File: src/rtl/serial_mag_comparator.sv
// -----------------------------------------------------------------------------
// serial_mag_comparator
//
// Purpose:
//   Sequential magnitude comparator. Two operands A and B arrive as serial bit
//   streams on x and y, one bit pair per cycle in which bit_valid is high.
//   After WIDTH bit pairs have been consumed, a registered gt/eq/lt verdict is
//   produced together with a one-cycle done pulse. The verdict and bit count
//   are held until the next accepted start.
//
//   Default stream order is MSB-first: the first differing bit pair decides
//   the relation, and the relation is locked for the rest of the word.
//
//   Optional feature (compile-time macro SERIAL_CMP_LSB_FIRST_EN):
//     defined   -> streams are LSB-first. Every differing bit pair overwrites
//                  the relation, so the last (most significant) difference
//                  wins. Timing, ports and everything else are unchanged.
//     undefined -> MSB-first lock-on-first-difference (default build).
//
// Parameters:
//   WIDTH  number of bit pairs per comparison (>= 1)
//   CW     derived width of bit_count, $clog2(WIDTH+1) (not overridable)
//
// Ports:
//   clk        in   system clock, rising edge
//   rst        in   asynchronous active-high reset
//   start      in   begin a new comparison (honoured only in IDLE)
//   bit_valid  in   x/y carry a valid bit pair this cycle (used only in RUN)
//   x          in   serial operand A bit
//   y          in   serial operand B bit
//   busy       out  high while a comparison is running
//   done       out  one-cycle pulse, verdict valid
//   gt/eq/lt   out  registered verdict A>B / A==B / A<B, held until next start
//   bit_count  out  bit pairs consumed in the current or last comparison
// -----------------------------------------------------------------------------
module serial_mag_comparator #(
    parameter int WIDTH = 8
) (
    input  logic                         clk,
    input  logic                         rst,
    input  logic                         start,
    input  logic                         bit_valid,
    input  logic                         x,
    input  logic                         y,
    output logic                         busy,
    output logic                         done,
    output logic                         gt,
    output logic                         eq,
    output logic                         lt,
    output logic [$clog2(WIDTH+1)-1:0]   bit_count
);

    localparam int CW = $clog2(WIDTH + 1);

    // Count value seen just before the last bit pair is consumed, and the
    // terminal count loaded when the word completes.
    localparam logic [CW-1:0] LAST_IDX  = CW'(WIDTH - 1);
    localparam logic [CW-1:0] FULL_CNT  = CW'(WIDTH);

    typedef enum logic [1:0] {
        ST_IDLE = 2'd0,
        ST_RUN  = 2'd1,
        ST_DONE = 2'd2
    } state_t;

    typedef enum logic [1:0] {
        REL_EQUAL   = 2'd0,
        REL_GREATER = 2'd1,
        REL_LESS    = 2'd2
    } rel_t;

    // -------------------------------------------------------------------------
    // State and output registers
    // -------------------------------------------------------------------------
    state_t          state_q, state_d;
    rel_t            rel_q, rel_d;
    logic [CW-1:0]   bit_count_q, bit_count_d;
    logic            busy_q, busy_d;
    logic            done_q, done_d;
    logic            gt_q, gt_d;
    logic            eq_q, eq_d;
    logic            lt_q, lt_d;

    // Relation after folding in the current x/y pair (only used when a bit
    // is actually consumed in RUN).
    rel_t            rel_upd;
    logic            last_bit;

    // -------------------------------------------------------------------------
    // Per-bit relation update
    // -------------------------------------------------------------------------
    always_comb begin
        rel_upd = rel_q;
`ifdef SERIAL_CMP_LSB_FIRST_EN
        // LSB-first: later bits are more significant, so any difference
        // overrides whatever was decided before.
        if (x != y) begin
            rel_upd = x ? REL_GREATER : REL_LESS;
        end
`else
        // MSB-first: the first difference is the most significant one; once
        // the relation has left EQUAL it must not change again.
        if ((rel_q == REL_EQUAL) && (x != y)) begin
            rel_upd = x ? REL_GREATER : REL_LESS;
        end
`endif
    end

    assign last_bit = (bit_count_q == LAST_IDX);

    // -------------------------------------------------------------------------
    // Next-state and registered-output logic
    // -------------------------------------------------------------------------
    always_comb begin
        state_d     = state_q;
        rel_d       = rel_q;
        bit_count_d = bit_count_q;
        gt_d        = gt_q;
        eq_d        = eq_q;
        lt_d        = lt_q;
        busy_d      = 1'b0;
        done_d      = 1'b0;

        unique case (state_q)
            ST_IDLE: begin
                // bit_valid/x/y are deliberately not looked at here so that
                // stray bits outside RUN can never influence a verdict.
                if (start) begin
                    state_d     = ST_RUN;
                    busy_d      = 1'b1;
                    bit_count_d = '0;
                    rel_d       = REL_EQUAL;
                    gt_d        = 1'b0;
                    eq_d        = 1'b0;
                    lt_d        = 1'b0;
                end
            end

            ST_RUN: begin
                busy_d = 1'b1;
                // start is ignored here: a comparison cannot be restarted.
                if (bit_valid) begin
                    rel_d       = rel_upd;
                    bit_count_d = bit_count_q + CW'(1);
                    if (last_bit) begin
                        // Final pair: publish the verdict on the same edge
                        // so it appears together with done.
                        state_d     = ST_DONE;
                        busy_d      = 1'b0;
                        done_d      = 1'b1;
                        bit_count_d = FULL_CNT;
                        gt_d        = (rel_upd == REL_GREATER);
                        eq_d        = (rel_upd == REL_EQUAL);
                        lt_d        = (rel_upd == REL_LESS);
                    end
                end
            end

            ST_DONE: begin
                // Single-cycle state; done_d/busy_d default low so the
                // pulse ends on this edge.
                state_d = ST_IDLE;
            end

            default: begin
                state_d = ST_IDLE;
            end
        endcase
    end

    // -------------------------------------------------------------------------
    // Registers
    // -------------------------------------------------------------------------
    always_ff @(posedge clk or posedge rst) begin
        if (rst) begin
            state_q     <= ST_IDLE;
            rel_q       <= REL_EQUAL;
            bit_count_q <= '0;
            busy_q      <= 1'b0;
            done_q      <= 1'b0;
            gt_q        <= 1'b0;
            eq_q        <= 1'b0;
            lt_q        <= 1'b0;
        end else begin
            state_q     <= state_d;
            rel_q       <= rel_d;
            bit_count_q <= bit_count_d;
            busy_q      <= busy_d;
            done_q      <= done_d;
            gt_q        <= gt_d;
            eq_q        <= eq_d;
            lt_q        <= lt_d;
        end
    end

    assign busy      = busy_q;
    assign done      = done_q;
    assign gt        = gt_q;
    assign eq        = eq_q;
    assign lt        = lt_q;
    assign bit_count = bit_count_q;

endmodule

File: config.mk
export PLATFORM = sky130hd
export DESIGN_NAME = serial_mag_comparator
export DESIGN_NICKNAME = d
export VERILOG_FILES = /design/src/rtl/serial_mag_comparator.sv
export SDC_FILE = /design/constraint.sdc
export NUM_CORES = 1
export LEC_CHECK = 0
export CORE_UTILIZATION = 50
export DETAILED_ROUTE_END_ITERATION = 10
export PLACE_DENSITY = 0.87
export SKIP_CTS_REPAIR_TIMING = 1
export SLEW_MARGIN = 30
export SYNTH_ARGS = -nofsm -noshare
export SYNTH_HDL_FRONTEND = slang
export SYNTH_SLANG_ARGS = --single-unit
File: constraint.sdc
create_clock -name clk -period 3.9 [get_ports clk]
set_clock_uncertainty 0.05 [all_clocks]
set_input_delay 0.78 -clock clk [delete_from_list [all_inputs] [get_ports clk]]
set_output_delay 0.78 -clock clk [all_outputs]
set_load 0.005 [all_outputs]
==> results.toml <==
[outcome]
status = "completed"

[power_and_ir_drop]
cellPowerDensity_nw_per_um2 = 706
static-leakage-power_nw = 0.342
peakVddDrop_uv = 457

[cts]
cts.sink_count = 13
h_tree_levels = 1
cts_tree = "done"
cts-root-to-sink-buffers = 2
tritoncts.num_buffers = 3
clk_pin_slew_worst_paths_ps = 80
cts-root-buf = "sky130_fd_sc_hd__clkbuf_4"
worstSkewPairLatency_ps = 290

[yosys]
ys_warn_count = 0
ys_seq_elements = 13
netlist_area_pre_place_sq_um = 649
synthDistinctLibCells = 29
synth_area_per_cell_sq_um = 10.8
synth_fp_nets = 67
syn_inst = 60
seq_area_frac_synth_pct = 50.1

[floorplanning]
boundaryPins = 15
core_area_sq_um = 1160
die_width_microns = 38.0
core.rowCount = 12
effective_utilization_at_floorplan_pct = 56.2
die_boundary_height_microns = 38.0
die_area_sq_um = 1450

[placement]
gpl.final_weighted_congestion = 0.800
dp.cells = 86
post-place-ws_ps = 1560
placement.io_buffers = 14
dpl.hpwl_microns = 910

[layout]
finalNonFillerCells = 90
fillers = 99
most-common-layout-cells = "sky130_fd_sc_hd__clkdlybuf4s50_1 (14), sky130_fd_sc_hd__dfrtp_1 (13), sky130_fd_sc_hd__nor2_1 (5), sky130_fd_sc_hd__inv_1 (4), sky130_fd_sc_hd__o21ai_0 (4)"
num-nets-final = 84
antenna_cells = 0
layout-drive-gt1-share_pct = 7.89
area_growth_pct = 26.6
layout_commonest_cell = "sky130_fd_sc_hd__clkdlybuf4s50_1"

[critical_path]
worst_setup_path_start_kind = "flop"
crit_path_cell_trace = "clkdlybuf4s50_1"
worst_setup_path_end_kind = "output pin"
worstSetupPathType = "flop to output pin"
worst-endpoint-required_ps = 3070
cpLargestDelayFamily = "buffers and inverters"
capturing_point_of_the_worst_reg2reg_path = "gt$_DFFE_PP0P_"
worstRegToRegCells = 4
slowest_stage = "sky130_fd_sc_hd__clkdlybuf4s50_1"
rrSetupSlack_ps = 2180
worstPathArrival_ps = 1320
crit_path_max_incr_delay_ps = 550
cp.buffers_inverters = 1
rr_startpoint = "bit_count[0]$_DFFE_PP0P_"
critical_path.max_fanout = 8

[detailed_routing]
route.vias.total = 491
drcViolationCount = 0
post_drt_via_cell_ratio = 5.46
wire_per_inst_microns = 13.8
wl_microns = 1240
drt-pass1-iter-count = 2
drtIter0Drc = 4
ant_nets = 0

[min_path]
path_class_of_the_lowest_slack_min_delay_path = "flop to flop"
holdPathEnd = "eq$_DFFE_PP0P_"
hold_depth = 1
min_from = "eq$_DFFE_PP0P_"

[timing]
maxClockFrequency_ghz = 0.465
post-route-period-util_pct = 55.1
setup_repair_after_global_routing_missed_its_margin = "false"
report.final.slew_viol_count = 0
final_worst_path_setup_slack_ps = 1750
final_period_minus_worst_setup_slack_ps = 2150
tns_ps = 0
setup_viol_count_final = 0
slew-limit-headroom_pct = 67.6
hold_violation_count_in_the_final_report = 0
timing_worst_slew_pin_value_ps = 485

[grt]
grt_overflow_total = 0
grt_first_pass_wirelength_microns = 2040
overall_fraction_of_global_route_tracks_in_use_pct = 21.7
initial_antenna_violation_count = 0
grt_max_degree = 14
first_global_vias = 477

[flow_run]
max_cap_viol_count = 0
-- through the flow --
| stage | cell area (sq um) | hold WS, ps | utilization [%] | power [W] |
|---|---|---|---|---|
| floorplan | 649 | 433 | - | 0.000386 |
| global placement | 796 | 425 | 68.8 | 0.000489 |
| detailed placement | 796 | 444 | 68.8 | 0.000497 |
| CTS | 822 | 468 | 71.1 | 0.000584 |
| global route | 822 | 484 | 71.1 | 0.000625 |
| finish | 822 | 454 | 71.1 | 0.000581 |
-- power by group --
| part | internal (W) | switching (W) | leakage (nW) |
|---|---|---|---|
| Combinational | 0.000146 | 0.0000898 | 0.169 |
| Clock | 0.0000398 | 0.0000461 | 0.0150 |
| Sequential | 0.000189 | 0.0000696 | 0.158 |
-- synthesized netlist by cell type --
| cell | instances | area (sq um) |
|---|---|---|
| sky130_fd_sc_hd__a211oi_1 | 1 | 7.51 |
| sky130_fd_sc_hd__a211oi_4 | 1 | 20.0 |
| sky130_fd_sc_hd__a21oi_1 | 1 | 5.00 |
| sky130_fd_sc_hd__a22o_1 | 1 | 8.76 |
| sky130_fd_sc_hd__a31oi_1 | 2 | 12.5 |
| sky130_fd_sc_hd__a41oi_1 | 1 | 8.76 |
| sky130_fd_sc_hd__buf_4 | 1 | 7.51 |
| sky130_fd_sc_hd__clkbuf_1 | 1 | 3.75 |
| sky130_fd_sc_hd__dfrtp_1 | 13 | 325 |
| sky130_fd_sc_hd__ha_1 | 1 | 12.5 |
| sky130_fd_sc_hd__inv_1 | 4 | 15.0 |
| sky130_fd_sc_hd__mux2_1 | 2 | 22.5 |
| sky130_fd_sc_hd__mux2_2 | 1 | 11.3 |
| sky130_fd_sc_hd__mux2i_1 | 1 | 10.0 |
| sky130_fd_sc_hd__mux2i_2 | 1 | 13.8 |
| sky130_fd_sc_hd__nand2_1 | 3 | 11.3 |
| sky130_fd_sc_hd__nand2b_1 | 2 | 12.5 |
| sky130_fd_sc_hd__nand3_1 | 1 | 5.00 |
| sky130_fd_sc_hd__nand3b_1 | 2 | 15.0 |
| sky130_fd_sc_hd__nor2_1 | 5 | 18.8 |
| sky130_fd_sc_hd__nor2b_1 | 1 | 6.26 |
| sky130_fd_sc_hd__nor3b_1 | 2 | 15.0 |
| sky130_fd_sc_hd__nor4_1 | 2 | 12.5 |
| sky130_fd_sc_hd__o21a_1 | 2 | 15.0 |
| sky130_fd_sc_hd__o21ai_0 | 4 | 20.0 |
| sky130_fd_sc_hd__o21bai_1 | 1 | 7.51 |
| sky130_fd_sc_hd__o31ai_1 | 1 | 7.51 |
| sky130_fd_sc_hd__o32a_1 | 1 | 10.0 |
| sky130_fd_sc_hd__xor2_1 | 1 | 8.76 |
-- logic make-up after synthesis --
group | synth area share, %
AOI/OAI and AO/OA | 18.9
xor gates and xnor gates | 1.35
adders and majority gates | 1.93
buffers and inverters | 4.05
DFF | 50.1
muxes | 8.86
and+or+nand+nor | 14.8
-- how the worst max path moves through the flow --
stage,from,end,slack (ps),cells past startpoint
after detailed placement,bit_valid,gt$_DFFE_PP0P_,1560,4
after global routing,bit_count[2]$_DFFE_PP0P_,bit_count[2],1670,1
final,bit_count[2]$_DFFE_PP0P_,bit_count[2],1750,1
after global placement,bit_valid,eq$_DFFE_PP0P_,1610,4
after floorplan,start,eq$_DFFE_PP0P_,2250,3
after CTS,bit_count[2]$_DFFE_PP0P_,bit_count[2],1750,1
-- flip-flops by register name, summed over array words and instances (netlist names) --
signal	cells
gt	1
state_q	2
rel_q	2
busy	1
eq	1
lt	1
done	1
bit_count	4
-- final cells by class --
class / count / area (sq um) / area share, %
Clock buffer: 4 / 26.3 / 3.20
Inverter: 4 / 15.0 / 1.83
Multi-Input combinational cell: 41 / 298 / 36.2
Sequential cell: 13 / 325 / 39.6
Tap cell: 14 / 17.5 / 2.13
Timing Repair Buffer: 14 / 140 / 17.0
-- routing by layer --
layer / vias up / wire length (microns) / GRT usage, % / share of wire (%)
met5: - / 0 / 0 / 0
met4: 0 / 26 / 10.7 / 2.1
met3: 5 / 53 / 8.72 / 4.3
met2: 8 / 595 / 33.1 / 48
met1: 232 / 563 / 26.2 / 45
li1: 246 / - / - / -
Power figures use the tool's default switching activity.
